[src/rtl/btn_stepper.sv]
// Two-button track stepper: synchronise, debounce, then a press FSM that emits inc/dec pulses.
// Define BTN_STEPPER_AUTO_REPEAT_EN to enable hold-to-repeat (DELAY/REPEAT states).
module btn_stepper #(
  parameter int DEBOUNCE_CYC     = 500000,
  parameter int REPEAT_DELAY_CYC = 25000000,
  parameter int REPEAT_RATE_CYC  = 5000000
) (
  input  logic clk,
  input  logic rst,
  input  logic btn_up,
  input  logic btn_down,
  output logic inc,
  output logic dec,
  output logic ena,
  output logic held
);

  localparam int              DB_W    = $clog2(DEBOUNCE_CYC) + 1;
  localparam logic [DB_W-1:0] DB_LAST = DB_W'(DEBOUNCE_CYC - 1);

  if (DEBOUNCE_CYC < 2 || REPEAT_DELAY_CYC < 2 || REPEAT_RATE_CYC < 2) begin : g_bad_cfg
    $error("btn_stepper: all cycle parameters must be >= 2");
  end

  typedef enum logic [2:0] {
    S_IDLE,
    S_PRESS,
    S_DELAY,
    S_REPEAT,
    S_RELEASE
  } state_t;

  // Bit 0 carries btn_up, bit 1 carries btn_down throughout.
  logic [1:0]      sync1_q, sync1_d;
  logic [1:0]      sync2_q, sync2_d;
  logic [1:0]      deb_q, deb_d;
  logic [DB_W-1:0] db_cnt_q [2];
  logic [DB_W-1:0] db_cnt_d [2];

  state_t state_q, state_d;
  logic   dir_q, dir_d;
  logic   inc_q, inc_d;
  logic   dec_q, dec_d;
  logic   ena_q, ena_d;
  logic   held_q, held_d;
  logic   pulse;
  logic   lat_now, opp_now;

`ifdef BTN_STEPPER_AUTO_REPEAT_EN
  localparam int RPT_MAX = (REPEAT_DELAY_CYC > REPEAT_RATE_CYC) ? REPEAT_DELAY_CYC
                                                                 : REPEAT_RATE_CYC;
  localparam int              RPT_W     = $clog2(RPT_MAX);
  localparam logic [RPT_W-1:0] RPT_DELAY = RPT_W'(REPEAT_DELAY_CYC - 1);
  localparam logic [RPT_W-1:0] RPT_RATE  = RPT_W'(REPEAT_RATE_CYC - 1);

  logic [RPT_W-1:0] rpt_q, rpt_d;
`endif

  assign sync1_d = {btn_down, btn_up};
  assign sync2_d = sync1_q;

  // NOTE: every always_comb output gets a default first so no path leaves it unassigned (no latch).
  always_comb begin
    deb_d = deb_q;
    for (int i = 0; i < 2; i++) begin
      db_cnt_d[i] = '0;
      if (sync2_q[i] != deb_q[i]) begin
        if (db_cnt_q[i] == DB_LAST) begin
          deb_d[i] = ~deb_q[i];
        end else begin
          db_cnt_d[i] = db_cnt_q[i] + 1'b1;
        end
      end
    end
  end

  // Abort conditions look at the level being accepted this cycle, so a change
  // that lands on a pulse cycle already suppresses that pulse.
  assign lat_now = deb_d[dir_q];
  assign opp_now = deb_d[~dir_q];

  always_comb begin
    state_d = state_q;
    dir_d   = dir_q;
    pulse   = 1'b0;
`ifdef BTN_STEPPER_AUTO_REPEAT_EN
    rpt_d   = rpt_q;
`endif
    case (state_q)
      S_IDLE: begin
        if (deb_q[0] ^ deb_q[1]) begin
          state_d = S_PRESS;
          dir_d   = deb_q[1];
        end
      end
      S_PRESS: begin
        if (!lat_now) begin
          state_d = S_IDLE;
        end else if (opp_now) begin
          state_d = S_RELEASE;
        end else begin
          pulse = 1'b1;
`ifdef BTN_STEPPER_AUTO_REPEAT_EN
          state_d = S_DELAY;
          rpt_d   = RPT_DELAY;
`else
          state_d = S_RELEASE;
`endif
        end
      end
`ifdef BTN_STEPPER_AUTO_REPEAT_EN
      S_DELAY, S_REPEAT: begin
        if (!lat_now) begin
          state_d = S_IDLE;
        end else if (opp_now) begin
          state_d = S_RELEASE;
        end else if (rpt_q == '0) begin
          // Reload on the pulse cycle itself so the period never drifts.
          pulse   = 1'b1;
          state_d = S_REPEAT;
          rpt_d   = RPT_RATE;
        end else begin
          rpt_d = rpt_q - 1'b1;
        end
      end
`endif
      S_RELEASE: begin
        if (deb_q == 2'b00) state_d = S_IDLE;
      end
      default: state_d = S_IDLE;
    endcase
  end

  assign inc_d  = pulse & ~dir_q;
  assign dec_d  = pulse & dir_q;
  assign ena_d  = pulse;
  assign held_d = (state_q == S_PRESS) || (state_q == S_DELAY) || (state_q == S_REPEAT);

  // NOTE: sequential state uses non-blocking assignments so all flops update from pre-edge values.
  always_ff @(posedge clk) begin
    if (rst) begin
      sync1_q     <= '0;
      sync2_q     <= '0;
      deb_q       <= '0;
      db_cnt_q[0] <= '0;
      db_cnt_q[1] <= '0;
      state_q     <= S_IDLE;
      dir_q       <= 1'b0;
      inc_q       <= 1'b0;
      dec_q       <= 1'b0;
      ena_q       <= 1'b0;
      held_q      <= 1'b0;
`ifdef BTN_STEPPER_AUTO_REPEAT_EN
      rpt_q       <= '0;
`endif
    end else begin
      sync1_q     <= sync1_d;
      sync2_q     <= sync2_d;
      deb_q       <= deb_d;
      db_cnt_q[0] <= db_cnt_d[0];
      db_cnt_q[1] <= db_cnt_d[1];
      state_q     <= state_d;
      dir_q       <= dir_d;
      inc_q       <= inc_d;
      dec_q       <= dec_d;
      ena_q       <= ena_d;
      held_q      <= held_d;
`ifdef BTN_STEPPER_AUTO_REPEAT_EN
      rpt_q       <= rpt_d;
`endif
    end
  end

  assign inc  = inc_q;
  assign dec  = dec_q;
  assign ena  = ena_q;
  assign held = held_q;

endmodule
[config.mk]
export PLATFORM = sky130hd
export DESIGN_NAME = btn_stepper
export DESIGN_NICKNAME = d
export VERILOG_FILES = /design/src/rtl/btn_stepper.sv
export SDC_FILE = /design/constraint.sdc
export NUM_CORES = 1
export LEC_CHECK = 0
export ABC_AREA = 1
export CORE_ASPECT_RATIO = 1.75
export CORE_MARGIN = 1
export CORE_UTILIZATION = 57
export CTS_BUF_LIST = sky130_fd_sc_hd__clkbuf_8
export CTS_CLUSTER_SIZE = 20
export DETAILED_ROUTE_END_ITERATION = 7
export DONT_BUFFER_PORTS = 1
export PLACE_DENSITY = 0.76
export REMOVE_ABC_BUFFERS = 1
export SETUP_SLACK_MARGIN = 0.05
export SYNTH_ARGS = -nofsm -noshare
export SYNTH_HDL_FRONTEND = slang
export SYNTH_SLANG_ARGS = --single-unit
[constraint.sdc]
create_clock -name clk -period 3.4 [get_ports clk]
set_input_delay 0.68 -clock clk [delete_from_list [all_inputs] [get_ports clk]]
set_output_delay 0.68 -clock clk [all_outputs]
set_load 0.03 [all_outputs]
==> results.cfg, run 1 <==
[global_routing]
grt_pass1_vias = 2062
track_usage_pct = 22.35
grt-ovfl-total = 0
antenna_found_initial = 0
grt_pass1_wl_um = 8073
grt_max_degree = 21

[placed_design]
gp_congestion = 0.8054
place_hpwl_um = 3639
io_buffer_count = 0
pre_cts_slack_ps = 1751
dpl.cell_count = 394
placed_area_um2 = 2629

[pwr]
p_sw_uw = 213.0
p_clk_share_pct = 36.7
p_comb_share_pct = 1.0
p_sw_share_pct = 21.20
ir_worst_vdd_v = 0.0002834
seqPwrFrac_pct = 62.2
p_int_uw = 791.6
power_density_nw_per_um2 = 368.7
p_leak_nw = 0.9315
power_mw = 1.005

[worst_setup_path]
arrival_ps = 1820
worst-path-max-fanout = 20
critPathCaptureType = register
timing.rr.end = db_cnt_q[0][33]
r2r_cells = 7
required_ps = 3610
crit_path_start_kind = register
crit_type = register to register
r2r-start = db_cnt_q[0][20]
rrSetupSlack_ps = 1790

[routing]
drt_iter0_drc = 40
totalWireLength_um = 4801
via_per_inst = 5.286
ant_nets = 0
drtPass1Iterations = 4
vias = 2125
drcViolationCount = 0
wl_per_cell_um = 11.94

[yosys]
synth_area_um2 = 2606
yosys.area.top_type_share_pct = 40.71
synthArstFlopShare_pct = 0
yosys_warnings = 0
syn_avg_cell_area_um2 = 7.511
synth_edf_count = 0
synth-seq-cells = 53
ys_seq_area_share_pct = 40.71
synth_ff_type = dfxtp_1
ys_top_cells_by_count = nand2_1, nor2_1, dfxtp_1
synth_area_leader_cell = dfxtp_1
synth.distinct_cells = 32
syn_inst = 347
synth.most_common_cell = nand2_1
synth_area_leaders = dfxtp_1, nand2_1, nor2_1

[cts]
path_clk_slew_ps = 90
clkLatencyLatePin_ps = 310
post-cts-setup-buffers = 0
cts_root_buf = clkbuf_8
cts_tree = yes
cts_sinks = 53
cts_buffer_depth = 2
cts_resized = 0
cts_inserted_buffers = 5
postCtsHoldBufs = 0
htree_levels = 2

[hold_path]
hold_class = register to register
worstHoldEndpoint = sync2_q[1]
hp-start = sync1_q[1]
hold_depth = 2

[layout]
utilization_pct = 61.88
fin_area_um2 = 2725
fin_nets = 357
drive_above_1_share_pct = 13.68
fin_cells = 402
n_antenna_cell = 0
syn_to_final_growth_pct = 4.561
fill_cells = 418

[timing]
slew_headroom_pct = 73.94
period_minus_slack_ps = 1606
hold_violations = 0
fin_skew_ps = 11.77
setup_slack_ps = 1794
setup_violations = 0
min_period_over_period_pct = 47.23
fin_tns_setup_ps = 0
fmax_mhz = 622.7
rsz0062_at_grt = false
worstMarginPinSlew_ps = 389.5
slew_viol_final = 0
whs_ps = 409.7

[floorplanning]
design.core.area_um2 = 4404
die_h_um = 91.45
die_area_um2 = 4857
ios = 8
start_util_pct = 59.18
row_count = 32
die_width_um = 53.12

[run]
maxCapViolations = 0

[run_status]
status = finished clean
worst max-delay path by stage:
stage	start	to	slack, ps	depth (start not counted)
floorplan	rst	db_cnt_q[0][27]	1940	6
global placement	rst	db_cnt_q[0][38]	1780	6
detailed placement	rst	db_cnt_q[0][33]	1750	6
CTS	db_cnt_q[0][20]	db_cnt_q[0][33]	1770	7
global route	db_cnt_q[0][24]	db_cnt_q[0][38]	1640	8
finish	db_cnt_q[0][20]	db_cnt_q[0][33]	1790	7
sequential cells by signal, indices dropped and copies added, names as in the netlist:
register	count
inc	1
dir_q	1
held	1
db_cnt_q	40
dec	1
ena	1
sync1_q	2
sync2_q	2
deb_q	2
state_q	2
cell usage in the layout, fill, tap and decap left out, types with 4 or more instances in the layout:
cell type,count
xor2_1,6
nor3b_1,5
dfxtp_1,53
nor3_1,10
a21oi_1,17
clkbuf_8,6
xnor2_1,4
o21a_1,5
inv_1,39
nor2_1,56
o21ai_0,4
nand2_2,7
inv_2,4
nand3_1,17
nand4_1,9
nand2_1,67
nor2_2,7
nor2_4,5
nor3_2,6
nand3_2,4
nand3b_1,4
metal layers:
metal,global-route usage [%],share of wire [%]
met5,0,0
met3,3.853,2.0
met2,43.78,57
met4,12.72,3.1
met1,19.11,38
logic make-up (layout without fill, tap and decap cells):
group | Yosys count | in the layout | share of synthesized area (%)
simple gates | 201 | 201 | 39.08
flops | 53 | 53 | 40.71
buf+inv | 47 | 51 | 7.777
compound gates | 33 | 33 | 7.634
xor+xnor | 10 | 10 | 3.360
fa+ha+maj | 3 | 3 | 1.440
power groups by stage:
stage                     registers [mW]  clock network (mW)  logic [mW]
after detailed placement           0.640                   0      0.0106
final                              0.625               0.369      0.0103
after global placement             0.640                   0      0.0104
after CTS                          0.625               0.380      0.0106
after floorplan                    0.639                   0     0.00852
after global routing               0.626               0.397      0.0119
worst max-delay path, cell delays in order, from the launching register on:
cell,delay (ps)
dfxtp_1,410
ha_1,200
nand2_2,80
nor2_4,160
nand3_1,140
nand2_2,330
a21oi_1,80
o21a_1,120
cell type report:
cell class                 instances  area [um^2]  share of cell area, %
sequential                        53         1061                  38.93
clock inverter                     2        13.76                 0.5051
multi-input combinational        247         1343                  49.27
tap                               51        63.81                  2.342
inverter                          43        161.4                  5.923
clock buffer                       6        82.58                  3.030
Note: power is estimated with default switching activity, not from simulation.
==> inputs of run 2 (changes only) <==
==> constraint.sdc (replaced) <==
create_clock -name clk -period 1.65 [get_ports clk]
set_input_delay 0.33 -clock clk [delete_from_list [all_inputs] [get_ports clk]]
set_output_delay 0.33 -clock clk [all_outputs]
set_load 0.03 [all_outputs]
==> run 2 against run 1 <==
- critical endpoint is now db_cnt_q[0][13]
- first-iteration DRC count shrank 23%
- clock power up 140%
- utilization increased by 1.9 points
- clock skew is 0.88 ps higher
- critical path depth is the same
- combinational power increased to 2.7 times the previous value
- count of clock-buffer cells in the layout down 1
- largest cell class unchanged
==> results.cfg, run 2 (same netlist as run 1, synthesis figures left out) <==
[routing]
wl_per_cell_um = 12.29
wl_met3_um = 89
drcViolationCount = 0
wl_met2_um = 2738
dr.max_layer_used = met4
totalWireLength_um = 4978
drtPass1Iterations = 4
drt_iter0_drc = 31
wl_met1_um = 1916
vias = 2141
ant_nets = 0
via_per_inst = 5.286

[placed_design]
gp_congestion = 0.8348
io_buffer_count = 0
place_hpwl_um = 3677

[worst_setup_path]
crit_type = register to register
critPathCaptureType = register
crit_path_start_kind = register
required_ps = 1870
arrival_ps = 1720
rrSetupSlack_ps = 150
worst-path-max-fanout = 3

[timing]
worstMarginPinSlew_ps = 389.6
period_minus_slack_ps = 1499
slew_headroom_pct = 74.02
hold_violations = 0
fin_tns_setup_ps = 0
setup_violations = 0
rsz0062_at_grt = false
slew_viol_final = 0
fmax_mhz = 666.9
min_period_over_period_pct = 90.87
fin_skew_ps = 12.65

[layout]
fin_nets = 360
n_antenna_cell = 0
multi_input_area_um2 = 1369
layout_common_cells = nand2_1, nor2_1, dfxtp_1
layout.area.seq_um2 = 1066
utilization_pct = 63.75
regMostFlops = db_cnt_q
fill_cells = 410
syn_to_final_growth_pct = 7.729
largest_reg_flops = 40
drive_above_1_share_pct = 16.67
final_common_cell = nand2_1

[cts]
cts_tree = yes
htree_levels = 2
cts_buffer_depth = 2
cts_sinks = 53
cts_root_buf = clkbuf_8
cts_inserted_buffers = 5
path_clk_slew_ps = 100
clkLatencyLatePin_ps = 310

[pwr]
p_sw_share_pct = 20.98
ir_worst_vdd_v = 0.0007737
p_leak_nw = 0.9579
seqPwrFrac_pct = 58.2
p_clk_share_pct = 40.6
p_comb_share_pct = 1.2
p_sw_uw = 464.5
p_int_mw = 1.750
power_density_nw_per_um2 = 788.7

[global_routing]
grt_pass1_wl_um = 8273
track_usage_pct = 23.14
grt-ovfl-total = 0
grt_pass1_vias = 2087
antenna_found_initial = 0
grt_max_degree = 21

[floorplanning]
row_count = 32
die_h_um = 91.45
ios = 8
die_width_um = 53.12
start_util_pct = 59.18
design.core.area_um2 = 4404
die_area_um2 = 4857

[run]
maxCapViolations = 0

[hold_path]
hold_class = input port to register

[run_status]
status = finished clean
run 2: cell types whose count changed in the layout (fill, tap and decap cells not counted), sizes merged:
cell	before	now
inv	43	44
clkinv	2	1
buf	0	3
bufinv	0	1
clkbuf	6	5
run 2: worst paths after layout:
kind                                     start              end  depth (start not counted)
worst min-delay path                       rst       sync1_q[1]                          1
worst max register to register  db_cnt_q[0][3]  db_cnt_q[0][13]                          7
worst max-delay path            db_cnt_q[0][3]  db_cnt_q[0][13]                          7
worst min register to register      sync1_q[0]       sync2_q[0]                          2
run 2: area by class of cell:
| class | count | area share [%] |
|---|---|---|
| sequential | 53 | 37.97 |
| clock inverter | 3 | 1.560 |
| clock buffer | 5 | 2.451 |
| multi-input combinational | 247 | 48.75 |
| inverter | 43 | 5.749 |
| tap | 51 | 2.273 |
| timing repair buffer | 3 | 1.248 |
run 2: metrics by stage:
stage               power (mW)  setup WS, ps  instances  cell area [um^2]  hold slack, ps
floorplan                1.335         257.1        343              2565           388.3
finish                   2.214         150.6        405              2808           67.71
CTS                      2.222         72.97        404              2769           65.47
global route             2.274         29.39        405              2808           54.25
global placement         1.344         159.3        396              2656           391.7
detailed placement       1.345         100.8        396              2656           395.6
run 2: layer usage:
metal | global-route usage, % | vias to the layer above
met4 | 16.67 | 0
met5 | 0 | -
met3 | 4.523 | 20
li1 | - | 1120
met1 | 20.95 | 972
met2 | 42.09 | 29
run 2: timing repair:
| item | in CTS | in global routing |
|---|---|---|
| setup buffers | 0 | 1 |
| endpoints found under the hold margin | 0 | 0 |
| setup endpoints to repair | 0 | 14 |
| resized for setup | 0 | 10 |
| hold buffers | 0 | 0 |
run 2: worst max-delay path: stages (launching register included):
cell	delay, ps
dfxtp_1	440
nand2_1	140
nor2_1	220
nand4_1	230
nor3_1	200
nand2_1	70
nand3_1	70
nor2_1	40
run 2: power by group through the flow:
stage | clock network, mW | registers, mW | logic (mW)
after floorplan | 0 | 1.32 | 0.0176
after global placement | 0 | 1.32 | 0.0255
after detailed placement | 0 | 1.32 | 0.0264
after CTS | 0.907 | 1.29 | 0.0266
after global routing | 0.953 | 1.29 | 0.0308
final | 0.898 | 1.29 | 0.0274
